**src/rtl/bpred_gshare_dual_pkg.sv**
```systemverilog
// Shared constants for the dual-slot gshare predictor:
// 2-bit counter encodings and the PHT reset value.
package bpred_gshare_dual_pkg;

    localparam logic [1:0] CTR_SNT = 2'd0;
    localparam logic [1:0] CTR_WNT = 2'd1;
    localparam logic [1:0] CTR_WT  = 2'd2;
    localparam logic [1:0] CTR_ST  = 2'd3;

    localparam logic [1:0] PHT_RST = CTR_WNT;

    function automatic logic ctr_taken(input logic [1:0] c);
        return c[1];
    endfunction

endpackage

```
**src/rtl/bpred_gshare_dual_if.sv**
```systemverilog
// Fetch lookup, commit update and return-stack signals of the
// dual-slot gshare predictor, bundled for port connection.
interface bpred_gshare_dual_if #(
    parameter int PC_W  = 32,
    parameter int GHR_W = 8
);
    logic             i_inst_vld_1;
    logic             i_inst_vld_2;
    logic [PC_W-1:0]  i_pc_1;
    logic [PC_W-1:0]  i_pc_2;
    logic             o_pred_jmp;
    logic             o_pred_slot;
    logic [PC_W-1:0]  o_pred_tgt;
    logic [GHR_W-1:0] o_ghr;

    logic             i_com_br;
    logic [PC_W-1:0]  i_com_pc;
    logic [GHR_W-1:0] i_com_ghr;
    logic [PC_W-1:0]  i_com_jmpaddr;
    logic             i_com_jmpcond;
    logic             i_com_mispred;

    logic             i_ras_push;
    logic [PC_W-1:0]  i_ras_push_addr;
    logic             i_ras_pop;
    logic [PC_W-1:0]  o_ras_top;
    logic             o_ras_empty;

    modport master (
        output i_inst_vld_1, i_inst_vld_2, i_pc_1, i_pc_2,
        output i_com_br, i_com_pc, i_com_ghr,
        output i_com_jmpaddr, i_com_jmpcond, i_com_mispred,
        output i_ras_push, i_ras_push_addr, i_ras_pop,
        input  o_pred_jmp, o_pred_slot, o_pred_tgt, o_ghr,
        input  o_ras_top, o_ras_empty
    );

    modport slave (
        input  i_inst_vld_1, i_inst_vld_2, i_pc_1, i_pc_2,
        input  i_com_br, i_com_pc, i_com_ghr,
        input  i_com_jmpaddr, i_com_jmpcond, i_com_mispred,
        input  i_ras_push, i_ras_push_addr, i_ras_pop,
        output o_pred_jmp, o_pred_slot, o_pred_tgt, o_ghr,
        output o_ras_top, o_ras_empty
    );

endinterface

```
**src/rtl/bpred_sat_ctr2.sv**
```systemverilog
// Next-state function of a 2-bit saturating branch counter.
module bpred_sat_ctr2
    import bpred_gshare_dual_pkg::*;
(
    input  logic [1:0] ctr,
    input  logic       taken,
    output logic [1:0] ctr_nxt
);

    always_comb begin
        ctr_nxt = ctr;
        unique case (1'b1)
            taken && (ctr != CTR_ST):   ctr_nxt = ctr + 2'd1;
            !taken && (ctr != CTR_SNT): ctr_nxt = ctr - 2'd1;
            default: ;
        endcase
    end

endmodule

```
**src/rtl/bpred_gshare_dual.sv**
```systemverilog
// Two-slot gshare predictor with direct-mapped BTB; the optional
// return stack is built only when BPRED_RAS_EN is defined.
module bpred_gshare_dual
    import bpred_gshare_dual_pkg::*;
#(
    parameter int PC_W      = 32,
    parameter int GHR_W     = 8,
    parameter int BTB_ENT   = 16,
    parameter int RAS_DEPTH = 4
) (
    input  logic                clk,
    input  logic                rst_n,
    bpred_gshare_dual_if.slave  bus
);

    localparam int BI_W  = $clog2(BTB_ENT);
    localparam int TAG_W = PC_W - 2 - BI_W;
    localparam int PHT_N = 1 << GHR_W;

    logic              btb_vld [BTB_ENT];
    logic [TAG_W-1:0]  btb_tag [BTB_ENT];
    logic [PC_W-1:0]   btb_tgt [BTB_ENT];
    logic [1:0]        pht     [PHT_N];
    logic [GHR_W-1:0]  ghr;
    logic [GHR_W-1:0]  ghr_spec;

    logic [BI_W-1:0]   bi1, bi2, cbi;
    logic [GHR_W-1:0]  pi1, pi2, cpi;
    logic              hit1, hit2, tk1, tk2;
    logic [1:0]        ctr_nxt;

    assign bi1  = bus.i_pc_1[2 +: BI_W];
    assign bi2  = bus.i_pc_2[2 +: BI_W];
    assign pi1  = bus.i_pc_1[2 +: GHR_W] ^ ghr;
    assign pi2  = bus.i_pc_2[2 +: GHR_W] ^ ghr;

    assign hit1 = bus.i_inst_vld_1 && btb_vld[bi1]
               && (btb_tag[bi1] == bus.i_pc_1[PC_W-1 -: TAG_W]);
    assign hit2 = bus.i_inst_vld_2 && btb_vld[bi2]
               && (btb_tag[bi2] == bus.i_pc_2[PC_W-1 -: TAG_W]);
    assign tk1  = hit1 && ctr_taken(pht[pi1]);
    assign tk2  = hit2 && ctr_taken(pht[pi2]);

    assign bus.o_pred_jmp  = tk1 || tk2;
    assign bus.o_pred_slot = rst_n && !tk1;
    assign bus.o_pred_tgt  = tk1 ? btb_tgt[bi1]
                           : tk2 ? btb_tgt[bi2] : '0;
    assign bus.o_ghr       = ghr;

    // History stops collecting at the first predicted-taken slot
    always_comb begin
        ghr_spec = ghr;
        unique case (1'b1)
            tk1:                  ghr_spec = {ghr[GHR_W-2:0], 1'b1};
            hit1 && !tk1 && hit2: ghr_spec = {ghr[GHR_W-3:0], 1'b0, tk2};
            hit1 && !tk1 && !hit2: ghr_spec = {ghr[GHR_W-2:0], 1'b0};
            !hit1 && hit2:        ghr_spec = {ghr[GHR_W-2:0], tk2};
            default: ;
        endcase
    end

    assign cbi = bus.i_com_pc[2 +: BI_W];
    assign cpi = bus.i_com_pc[2 +: GHR_W] ^ bus.i_com_ghr;

    bpred_sat_ctr2 u_ctr (
        .ctr     (pht[cpi]),
        .taken   (bus.i_com_jmpcond),
        .ctr_nxt (ctr_nxt)
    );

    always_ff @(posedge clk or negedge rst_n) begin
        if (!rst_n) begin
            ghr <= '0;
            for (int i = 0; i < PHT_N; i++) pht[i] <= PHT_RST;
            for (int i = 0; i < BTB_ENT; i++) btb_vld[i] <= 1'b0;
        end else begin
            if (bus.i_com_br && bus.i_com_mispred)
                ghr <= {bus.i_com_ghr[GHR_W-2:0], bus.i_com_jmpcond};
            else
                ghr <= ghr_spec;
            if (bus.i_com_br)
                pht[cpi] <= ctr_nxt;
            if (bus.i_com_br && bus.i_com_jmpcond)
                btb_vld[cbi] <= 1'b1;
        end
    end

    always_ff @(posedge clk) begin
        if (bus.i_com_br && bus.i_com_jmpcond) begin
            btb_tag[cbi] <= bus.i_com_pc[PC_W-1 -: TAG_W];
            btb_tgt[cbi] <= bus.i_com_jmpaddr;
        end
    end

    logic unused;
    assign unused = ^{bus.i_pc_1[1:0], bus.i_pc_2[1:0], bus.i_com_pc[1:0]};

`ifdef BPRED_RAS_EN
    localparam int RP_W = (RAS_DEPTH > 1) ? $clog2(RAS_DEPTH) : 1;
    localparam int RC_W = $clog2(RAS_DEPTH + 1);

    logic [PC_W-1:0] ras [RAS_DEPTH];
    logic [RP_W-1:0] rp, rp_inc, rp_dec;
    logic [RC_W-1:0] rcnt;
    logic            ras_empty;

    assign ras_empty = (rcnt == '0);
    assign rp_inc = (rp == RP_W'(RAS_DEPTH - 1)) ? '0 : rp + RP_W'(1);
    assign rp_dec = (rp == '0) ? RP_W'(RAS_DEPTH - 1) : rp - RP_W'(1);

    // Pointer always marks the top; a full push wraps onto the oldest slot
    always_ff @(posedge clk or negedge rst_n) begin
        if (!rst_n) begin
            rp   <= '0;
            rcnt <= '0;
        end else begin
            unique case (1'b1)
                bus.i_ras_push && bus.i_ras_pop: ;
                bus.i_ras_push && !bus.i_ras_pop: begin
                    rp <= rp_inc;
                    if (rcnt != RC_W'(RAS_DEPTH)) rcnt <= rcnt + RC_W'(1);
                end
                bus.i_ras_pop && !bus.i_ras_push && !ras_empty: begin
                    rp   <= rp_dec;
                    rcnt <= rcnt - RC_W'(1);
                end
                default: ;
            endcase
        end
    end

    always_ff @(posedge clk) begin
        if (bus.i_ras_push)
            ras[bus.i_ras_pop ? rp : rp_inc] <= bus.i_ras_push_addr;
    end

    assign bus.o_ras_top   = ras_empty ? '0 : ras[rp];
    assign bus.o_ras_empty = ras_empty;
`else
    assign bus.o_ras_top   = '0;
    assign bus.o_ras_empty = 1'b1;

    logic unused_ras;
    assign unused_ras = ^{bus.i_ras_push, bus.i_ras_pop, bus.i_ras_push_addr};
`endif

endmodule

```
**src/flat_wrapper.sv**
```systemverilog
// flat-port wrapper written by rule: the top's interface ports become plain ports
module bpred_gshare_dual_flat import bpred_gshare_dual_pkg::*;
#(
    parameter int PC_W      = 32,
    parameter int GHR_W     = 8,
    parameter int BTB_ENT   = 16,
    parameter int RAS_DEPTH = 4
)
  (clk, rst_n, bus_i_inst_vld_1, bus_i_inst_vld_2, bus_i_pc_1, bus_i_pc_2, bus_i_com_br, bus_i_com_pc, bus_i_com_ghr, bus_i_com_jmpaddr, bus_i_com_jmpcond, bus_i_com_mispred, bus_i_ras_push, bus_i_ras_push_addr, bus_i_ras_pop, bus_o_pred_jmp, bus_o_pred_slot, bus_o_pred_tgt, bus_o_ghr, bus_o_ras_top, bus_o_ras_empty);
  bpred_gshare_dual_if #(.PC_W(PC_W), .GHR_W(GHR_W)) bus_i ();
  input  logic clk;
  input  logic rst_n;
  input wire logic [$bits(bus_i.i_inst_vld_1)-1:0] bus_i_inst_vld_1;
  input wire logic [$bits(bus_i.i_inst_vld_2)-1:0] bus_i_inst_vld_2;
  input wire logic [$bits(bus_i.i_pc_1)-1:0] bus_i_pc_1;
  input wire logic [$bits(bus_i.i_pc_2)-1:0] bus_i_pc_2;
  input wire logic [$bits(bus_i.i_com_br)-1:0] bus_i_com_br;
  input wire logic [$bits(bus_i.i_com_pc)-1:0] bus_i_com_pc;
  input wire logic [$bits(bus_i.i_com_ghr)-1:0] bus_i_com_ghr;
  input wire logic [$bits(bus_i.i_com_jmpaddr)-1:0] bus_i_com_jmpaddr;
  input wire logic [$bits(bus_i.i_com_jmpcond)-1:0] bus_i_com_jmpcond;
  input wire logic [$bits(bus_i.i_com_mispred)-1:0] bus_i_com_mispred;
  input wire logic [$bits(bus_i.i_ras_push)-1:0] bus_i_ras_push;
  input wire logic [$bits(bus_i.i_ras_push_addr)-1:0] bus_i_ras_push_addr;
  input wire logic [$bits(bus_i.i_ras_pop)-1:0] bus_i_ras_pop;
  output wire logic [$bits(bus_i.o_pred_jmp)-1:0] bus_o_pred_jmp;
  output wire logic [$bits(bus_i.o_pred_slot)-1:0] bus_o_pred_slot;
  output wire logic [$bits(bus_i.o_pred_tgt)-1:0] bus_o_pred_tgt;
  output wire logic [$bits(bus_i.o_ghr)-1:0] bus_o_ghr;
  output wire logic [$bits(bus_i.o_ras_top)-1:0] bus_o_ras_top;
  output wire logic [$bits(bus_i.o_ras_empty)-1:0] bus_o_ras_empty;
  assign bus_i.i_inst_vld_1 = bus_i_inst_vld_1;
  assign bus_i.i_inst_vld_2 = bus_i_inst_vld_2;
  assign bus_i.i_pc_1 = bus_i_pc_1;
  assign bus_i.i_pc_2 = bus_i_pc_2;
  assign bus_i.i_com_br = bus_i_com_br;
  assign bus_i.i_com_pc = bus_i_com_pc;
  assign bus_i.i_com_ghr = bus_i_com_ghr;
  assign bus_i.i_com_jmpaddr = bus_i_com_jmpaddr;
  assign bus_i.i_com_jmpcond = bus_i_com_jmpcond;
  assign bus_i.i_com_mispred = bus_i_com_mispred;
  assign bus_i.i_ras_push = bus_i_ras_push;
  assign bus_i.i_ras_push_addr = bus_i_ras_push_addr;
  assign bus_i.i_ras_pop = bus_i_ras_pop;
  assign bus_o_pred_jmp = bus_i.o_pred_jmp;
  assign bus_o_pred_slot = bus_i.o_pred_slot;
  assign bus_o_pred_tgt = bus_i.o_pred_tgt;
  assign bus_o_ghr = bus_i.o_ghr;
  assign bus_o_ras_top = bus_i.o_ras_top;
  assign bus_o_ras_empty = bus_i.o_ras_empty;
  bpred_gshare_dual #(.PC_W(PC_W), .GHR_W(GHR_W), .BTB_ENT(BTB_ENT), .RAS_DEPTH(RAS_DEPTH)) u_core (.clk(clk), .rst_n(rst_n), .bus(bus_i));
endmodule
```
**config.mk**
```make
export PLATFORM = sky130hd
export DESIGN_NAME = bpred_gshare_dual_flat
export DESIGN_NICKNAME = d
export VERILOG_FILES = /design/src/rtl/bpred_gshare_dual_pkg.sv /design/src/rtl/bpred_gshare_dual_if.sv /design/src/rtl/bpred_sat_ctr2.sv /design/src/rtl/bpred_gshare_dual.sv /design/src/flat_wrapper.sv
export SDC_FILE = /design/constraint.sdc
export NUM_CORES = 2
export LEC_CHECK = 0
export CELL_PAD_IN_SITES_DETAIL_PLACEMENT = 1
export CELL_PAD_IN_SITES_GLOBAL_PLACEMENT = 1
export CORE_AREA = 10 10 475 292
export DETAILED_ROUTE_END_ITERATION = 16
export DIE_AREA = 0 0 485 302
export PLACE_DENSITY_LB_ADDON = 0.1
export SYNTH_ARGS = -nofsm -noshare
export SYNTH_HDL_FRONTEND = slang
export SYNTH_HIERARCHICAL = 1
export SYNTH_SLANG_ARGS = --single-unit
```
**constraint.sdc**
```tcl
create_clock -name clk -period 8.25 [get_ports clk]
set_clock_uncertainty 0.1 [all_clocks]
set_input_delay 1.65 -clock clk [delete_from_list [all_inputs] [get_ports clk]]
set_output_delay 1.65 -clock clk [all_outputs]
set_load 0.1 [all_outputs]
```
After elaboration in Yosys (flattened, before gate mapping)
Memory sizes are Yosys's and may differ from the RTL's.
Cells that the tools add are included.
{"block": "totals", "inputBits": 177, "ram_bits": 928, "word_cells": 349, "output_inout_bits": 75, "regBits": 536, "memories": 2}
{"block": "op_classes", "addsub": 2, "order_cmp": 8, "n_reduce_logical": 24, "n_bitwise": 10, "n_mux": 27, "n_eq_ne": 3}
{"name": "u_core.btb_tgt", "words": 16, "word_bits": 32, "read_ports": 2, "rd_clocked_by_memory_dff": 0, "write_ports": 1, "line": "bpred_gshare_dual.sv:22", "source": "logic [PC_W-1:0] btb_tgt [BTB_ENT];"}
{"name": "u_core.btb_tag", "words": 16, "word_bits": 26, "read_ports": 2, "rd_clocked_by_memory_dff": 0, "write_ports": 1, "line": "bpred_gshare_dual.sv:21", "source": "logic [TAG_W-1:0] btb_tag [BTB_ENT];"}
{"cell": "bitwise mux 512 bit", "count": 1}
{"cell": "two-way mux 32 bit", "count": 2}
{"cell": "== test 26 bit", "count": 2}
{"cell": "binary-select mux 2 bit (select 8 bit)", "count": 3}
{"cell": "one-hot mux 8 bit (4 select lines)", "count": 1}
{"cell": ">= comparator 9 bit, second input constant", "count": 3}
{"cell": "inverter 8 -> 9 bit", "count": 3}
{"cell": "XOR 8 bit", "count": 3}
{"cell": "logical AND 1 bit", "count": 17}
{"cell": "demux 2 bit (select 8 bit)", "count": 1}
{"cell": "bitwise OR 16 bit", "count": 1}
{"cell": ">= comparator 5 bit, second input constant", "count": 3}
{"cell": "inverter 4 -> 5 bit", "count": 3}
{"cell": "two-way mux 2 bit", "count": 7}
{"cell": "< comparator 9 x 1 -> 1 bit, second input constant", "count": 1}
{"cell": "binary-select mux 1 bit (select 4 bit)", "count": 2}
{"cell": "two-way mux 8 bit", "count": 1}
{"cell": "two-way mux 1 bit", "count": 7}
{"cell": "< comparator 5 x 1 -> 1 bit, second input constant", "count": 1}
{"cell": "nonzero test 5 bit", "count": 1}
{"cell": "demux 1 bit (select 4 bit)", "count": 1}
{"cell": "logical NOT 1 bit", "count": 4}
{"cell": "one-hot mux 2 bit (2 select lines)", "count": 1}
{"cell": "adder 2 x 1 -> 2 bit, second input constant", "count": 1}
{"cell": "other kinds (4)", "count": 4}

Logic depth before layout (Yosys ltp)
{"block": "depth", "ltp_word": 12, "mapped_depth": 17, "depth_no_buf": 12}

Hierarchy
Netlist, hierarchy kept.
{"mod": "bpred_gshare_dual", "instances": 1, "cells_per_inst": 4341, "seq_area_each_um2": 41599.9, "area_per_inst_um2": 74759.2}
{"mod": "bpred_sat_ctr2", "instances": 1, "cells_per_inst": 5, "seq_area_each_um2": 0.0, "area_per_inst_um2": 25.0}

Least setup slack after synthesis
No wires, ideal clock.
{"block": "synth_path", "path_type": "input to output", "from": "in bus_i_pc_1[2]", "to": "out bus_o_pred_tgt[0]", "path_stages": 13, "path_buffers": 4, "arrival_time_ns": 5.436, "required_time_ns": 6.500, "slack_ns": 1.064, "path_cell_list": "buf_6 xor2_2 buf_4 buf_4 mux4_2 a22oi_1 o21ai_0 nor4_1 a211oi_1 a31oi_1 nor2_2 buf_6 o21ai_1"}
{"block": "synth_via", "elab_chain_cells": 8, "elab_cells_between_ends": 16, "classes_between": "eq/ne (1); mux (7); bitwise (3); reduce/logical (3); memory (2)"}
{"item": "start: declaration", "line": "flat_wrapper.sv:15", "source": "input wire logic [$bits(bus_i.i_pc_1)-1:0] bus_i_pc_1;"}
{"item": "parallel branches: the longest is 7 deep, another holds inverter 8 -> 9 bit"}
{"item": "two-way mux 32 bit (*)", "line": "bpred_gshare_dual.sv:46", "source": "assign bus.o_pred_tgt = tk1 ? btb_tgt[bi1]"}
{"item": "end: declaration", "line": "flat_wrapper.sv:28", "source": "output wire logic [$bits(bus_i.o_pred_tgt)-1:0] bus_o_pred_tgt;"}
Mark *: on every way between the ends. The select of a mux whose other input is x is not followed.

Worst setup path in the final report
{"block": "layout_path", "from": "in bus_i_pc_1[5]", "to": "out bus_o_pred_tgt[6]"}
The elaborated chain is that of the path after synthesis.

==> summary.md <==
| Metric | Value |
|---|---|
| Xor-xnor portion of the synthesized cell area | approximately 1.3% |
| Clock Latency Late Sink | 790 ps |
| Post-synth EDFFs | 928 |
| Fraction of layout cells with a size suffix above 1 | 45.82% |
| Worst Setup End Kind | output pin |
| Mapped Area | roughly 75000 um^2 |
| Library cells used by synthesis | 85 |
| CP Cell Sequence | buf_2 -> buf_4 -> xnor2_2 -> nor2_1 -> a22oi_1 -> a21oi_1 -> nor4_1 -> a211oi_1 -> a31oi_1 -> nor2_4 -> buf_12 -> nand2_1 -> o21ai_2 -> buf_12 |
| Max IR drop VDD | 190.1 uV |
| Crit Path Class | in -> out |
| H-tree Lvls | 4 |
| Layout Cells excl Fill | 6378 |
| Vias | 46344 |
| Inst Count DP | 6105 |
| TritonCTS Buffers | 137 |
| Leakage | 29.50 nW |
| Asr flop ratio synth | 36.61% |
| Gate power share | 14.5% |
| Yosys reg bits | 1464 |
| Drt first-iter violations | between 6000 and 7000 |
| Setup TNS | 0 ps |
| Min-Delay Startpoint | u_core/btb_vld[12]$_DFFE_PN0P_ |
| Min-Delay Path Class | reg -> reg |
| Setup bufs post-CTS | 0 |
| Hold buffer count at cts | 0 |
| RSZ-0062 raised after global routing | false |
| Fill cell count | 10970 |
| Mux cell area share after synthesis | 33.75% |
| CTS tree | yes |
| Die area | 146500 um^2 |
| Clock power frac | 37.5% |
| Core area | 130200 um^2 |
| Worst reg2reg startpoint | u_core/bus.o_ghr[0]$_DFFE_PN0P_ |
| Global Route Usage Sum | 32.94% |
| Post-synthesis simple-gate area fraction | 4.174% |
| Via density | 7.266 |
| Sw frac | 26.80% |
| Post-detail-place hpwl | about 150 mm |
| WP data required | 6500 ps |
| Bufs on Longest Clock Path | 3 |
| Crit path launch type | primary input |
| Compound-cell area share of the yosys netlist | under 10% |
| Final Hold Violating Endpoints | 0 |
| Drt total wl | 243.0 mm |
| Minimum clock period | 8144 ps |
| Global route overflow | 0 |
| Nets@finish | 4691 |
| Die width | 485 um |
| Largest family of logic cells by synthesized area | multiplexers |
| Worst setup path startpoint | bus_i_pc_1[5] |
| Psw | 4.635 mW |
| DRT met1 WL | 98.93 mm |
| Std-Cell Rows | a little over 100 |
| DR top layer | met5 |
| Vias in the first global route | 48020 |
| Slowest stage cell, crit path | nor2_1 |
| Status | complete, no violations |
| Initial Utilization | 57.45% |
| Max_cap viols | 0 |
| Slew Limit Headroom | between 10% and 20% |
| Power Internal | 12.66 mW |
| GPL Wtd Cong | 0.9267 |
| Fin. max-slew vios | 0 |
| Reg clk slew, reported paths | about 60 ps |
| Post-Synth Adder-Cell Area | 0% |
| Post-CTS Resized | 0 |
| Synth Flop Type | edfxtp_1 |
| Cell mode on critical path | buf_12 |
| Syn_area_per_cell | 17.21 um^2 |
| Post-route clock period utilization | 98.71% |
| Met3 WL | 27.65 mm |
| Area grow syn2layout | 12.23% |
| Antenna viol nets, final | 0 |
| Fmax | 0.1228 GHz |
| Initial antenna violation count | 27 |
| Sequential fraction of the synthesis area | 55.63% |
| Register share of total power | ~48% |
| Tightest Pin Transition | 1330 ps |
| Routed len/inst | 38.10 um |
| First drt pass iteration count | 5 |
| Final setup violation count | 0 |
| CTS root buffer | clkbuf_16 |
| Cells after Synth | approximately 4300 |
| Worst EP arrival | 6390 ps |
| Worst Path Max Fanout | 24 |
| Synthesis warning total | 6 |
| CP max stage delay | 830 ps |
| Port bufs | 178 |
| Global-route wire length before repair | 352.8 mm |
| # clock sinks | 1464 |
| Drt drc | 0 |
| Ports | 252 |
| Largest net degree at the start of global routing | 165 |
| Power Density | 206.0 nW/um^2 |
| Met2 WL post-DR | 108.3 mm |
| Die Y | 302 um |
## cells in the mapped netlist (5+ instances only)
master	number	area, um^2
o22ai_1	16	100.1
xnor2_1	59	516.8
dfrtp_1	280	7007
mux4_2	672	15130
mux2_2	538	6058
buf_1	15	56.30
o2111ai_1	5	43.79
nor2b_1	16	100.1
o21ai_0	9	45.04
and3_1	16	100.1
o21ai_1	8	40.04
nand2_1	222	833.3
nor2_1	288	1081
a31oi_1	18	112.6
nand2b_1	7	43.79
nor3_1	28	140.1
a21oi_1	34	170.2
edfxtp_1	928	27870
a22o_1	8	70.07
nor4_1	10	62.56
clkbuf_1	162	608.1
mux2i_1	142	1421
nand4_1	13	81.33
o211ai_1	9	67.56
a32oi_1	11	96.34
a221oi_1	13	113.9
xor2_1	47	411.6
dfstp_2	256	6726
mux4_4	92	2302
or2_2	16	100.1
nand3_1	25	125.1
o21ai_2	31	271.5
a211oi_1	15	112.6
buf_6	23	259.0
nand2_2	31	193.9
buf_2	81	405.4
buf_4	69	518.0
mux4_1	11	289.0
a22oi_1	36	270.3
## per-layer routing
| metal | vias up | global-route usage (%) |
|---|---|---|
| li1 | 17860 | - |
| met1 | 25059 | 48.25 |
| met2 | 2927 | 47.79 |
| met3 | 484 | 9.271 |
| met4 | 14 | 11.32 |
| met5 | - | 0 |
## cell usage in the layout (no fill, tap or decap), types with 32 or more instances in the layout
cell type | synthesis | routed
nand2_2 | 31 | 32
buf_12 | 2 | 74
clkdlybuf4s50_1 | 0 | 133
mux2i_1 | 142 | 142
buf_4 | 69 | 145
edfxtp_1 | 928 | 928
mux4_4 | 92 | 92
dfrtp_1 | 280 | 280
mux4_2 | 672 | 672
dfstp_2 | 256 | 256
nor2_1 | 288 | 275
clkbuf_16 | 0 | 141
nand2_1 | 222 | 221
a21oi_1 | 34 | 34
xor2_1 | 47 | 38
xnor2_1 | 59 | 54
conb_1 | 2 | 33
mux2_2 | 538 | 538
a22oi_1 | 36 | 36
## power groups by stage
stage,logic (mW),clock network [mW],registers (mW)
final,2.51,6.48,8.30
after global routing,2.61,6.86,8.32
after CTS,2.47,6.55,8.29
after detailed placement,2.45,0,8.43
after global placement,2.41,0,8.41
after floorplan,1.53,0,8.40
## cell families (layout without fill, tap and decap cells)
kind of cell              count (synthesis)  in the layout
DFF                                    1464           1464
muxes                                  1458           1458
xor gates and xnor gates                108            108
buffers and inverters                   367            619
other                                     2             50
AOI/OAI and AO/OA                       244            244
and+or+nand+nor                         703            703
## per-stage QoR
stage               instance area (um^2)  worst slack (ps)  hold slack [ps]  utilization (%)  power, mW
floorplan                          74900              1064            351.5                -      9.927
global route                       83920             98.28            411.4            64.47      17.79
finish                             83930             106.5            391.6            64.48      17.29
detailed placement                 79380             195.3            377.5            60.98      10.89
CTS                                83860             68.50            397.9            64.43      17.31
global placement                   79380             242.9            376.2            60.98      10.82
## path summary, 6_finish.rpt
kind / to / slack (ps) / cells after the start
worst max-delay path: bus_o_pred_tgt[6] / 110 / 14
worst min-delay path: u_core/btb_vld[12]$_DFFE_PN0P_ / 390 / 1
worst max register to register: u_core/bus.o_ghr[7]$_DFFE_PN0P_ / 3510 / 11
worst min register to register: u_core/btb_vld[12]$_DFFE_PN0P_ / 390 / 1
max in group asynchronous: u_core/pht[387]$_DFFE_PN0P_ / 4440 / 4
min in group asynchronous: u_core/pht[49]$_DFFE_PN0P_ / 760 / 1
## state kept, by name, summed over array words and instances, names as in the netlist
register / flops
u_core/btb_vld: 16
u_core/btb_tgt: 512
u_core/bus.o_ghr: 8
u_core/btb_tag: 416
u_core/pht: 512
## critical path: cells and delay by family
kind	cells	cell delay (ps)
AO/OA/AOI/OAI	5	1290
XOR/XNOR	1	350
buffers and inverters	4	1450
AND/OR/NAND/NOR	4	1580
## final cells by class
type                       instances  area [um^2]  share of cell area (%)
sequential                      1464        41600                   49.57
multi-input combinational       2546        31610                   37.66
antenna                           17        42.54                 0.05069
clock inverter                    71        649.4                  0.7737
timing repair buffer             361         4015                   4.784
inverter                           4        17.52                 0.02087
clock buffer                     183         3830                   4.563
tap                             1732         2167                   2.582
(Power assumes the default switching activity.)
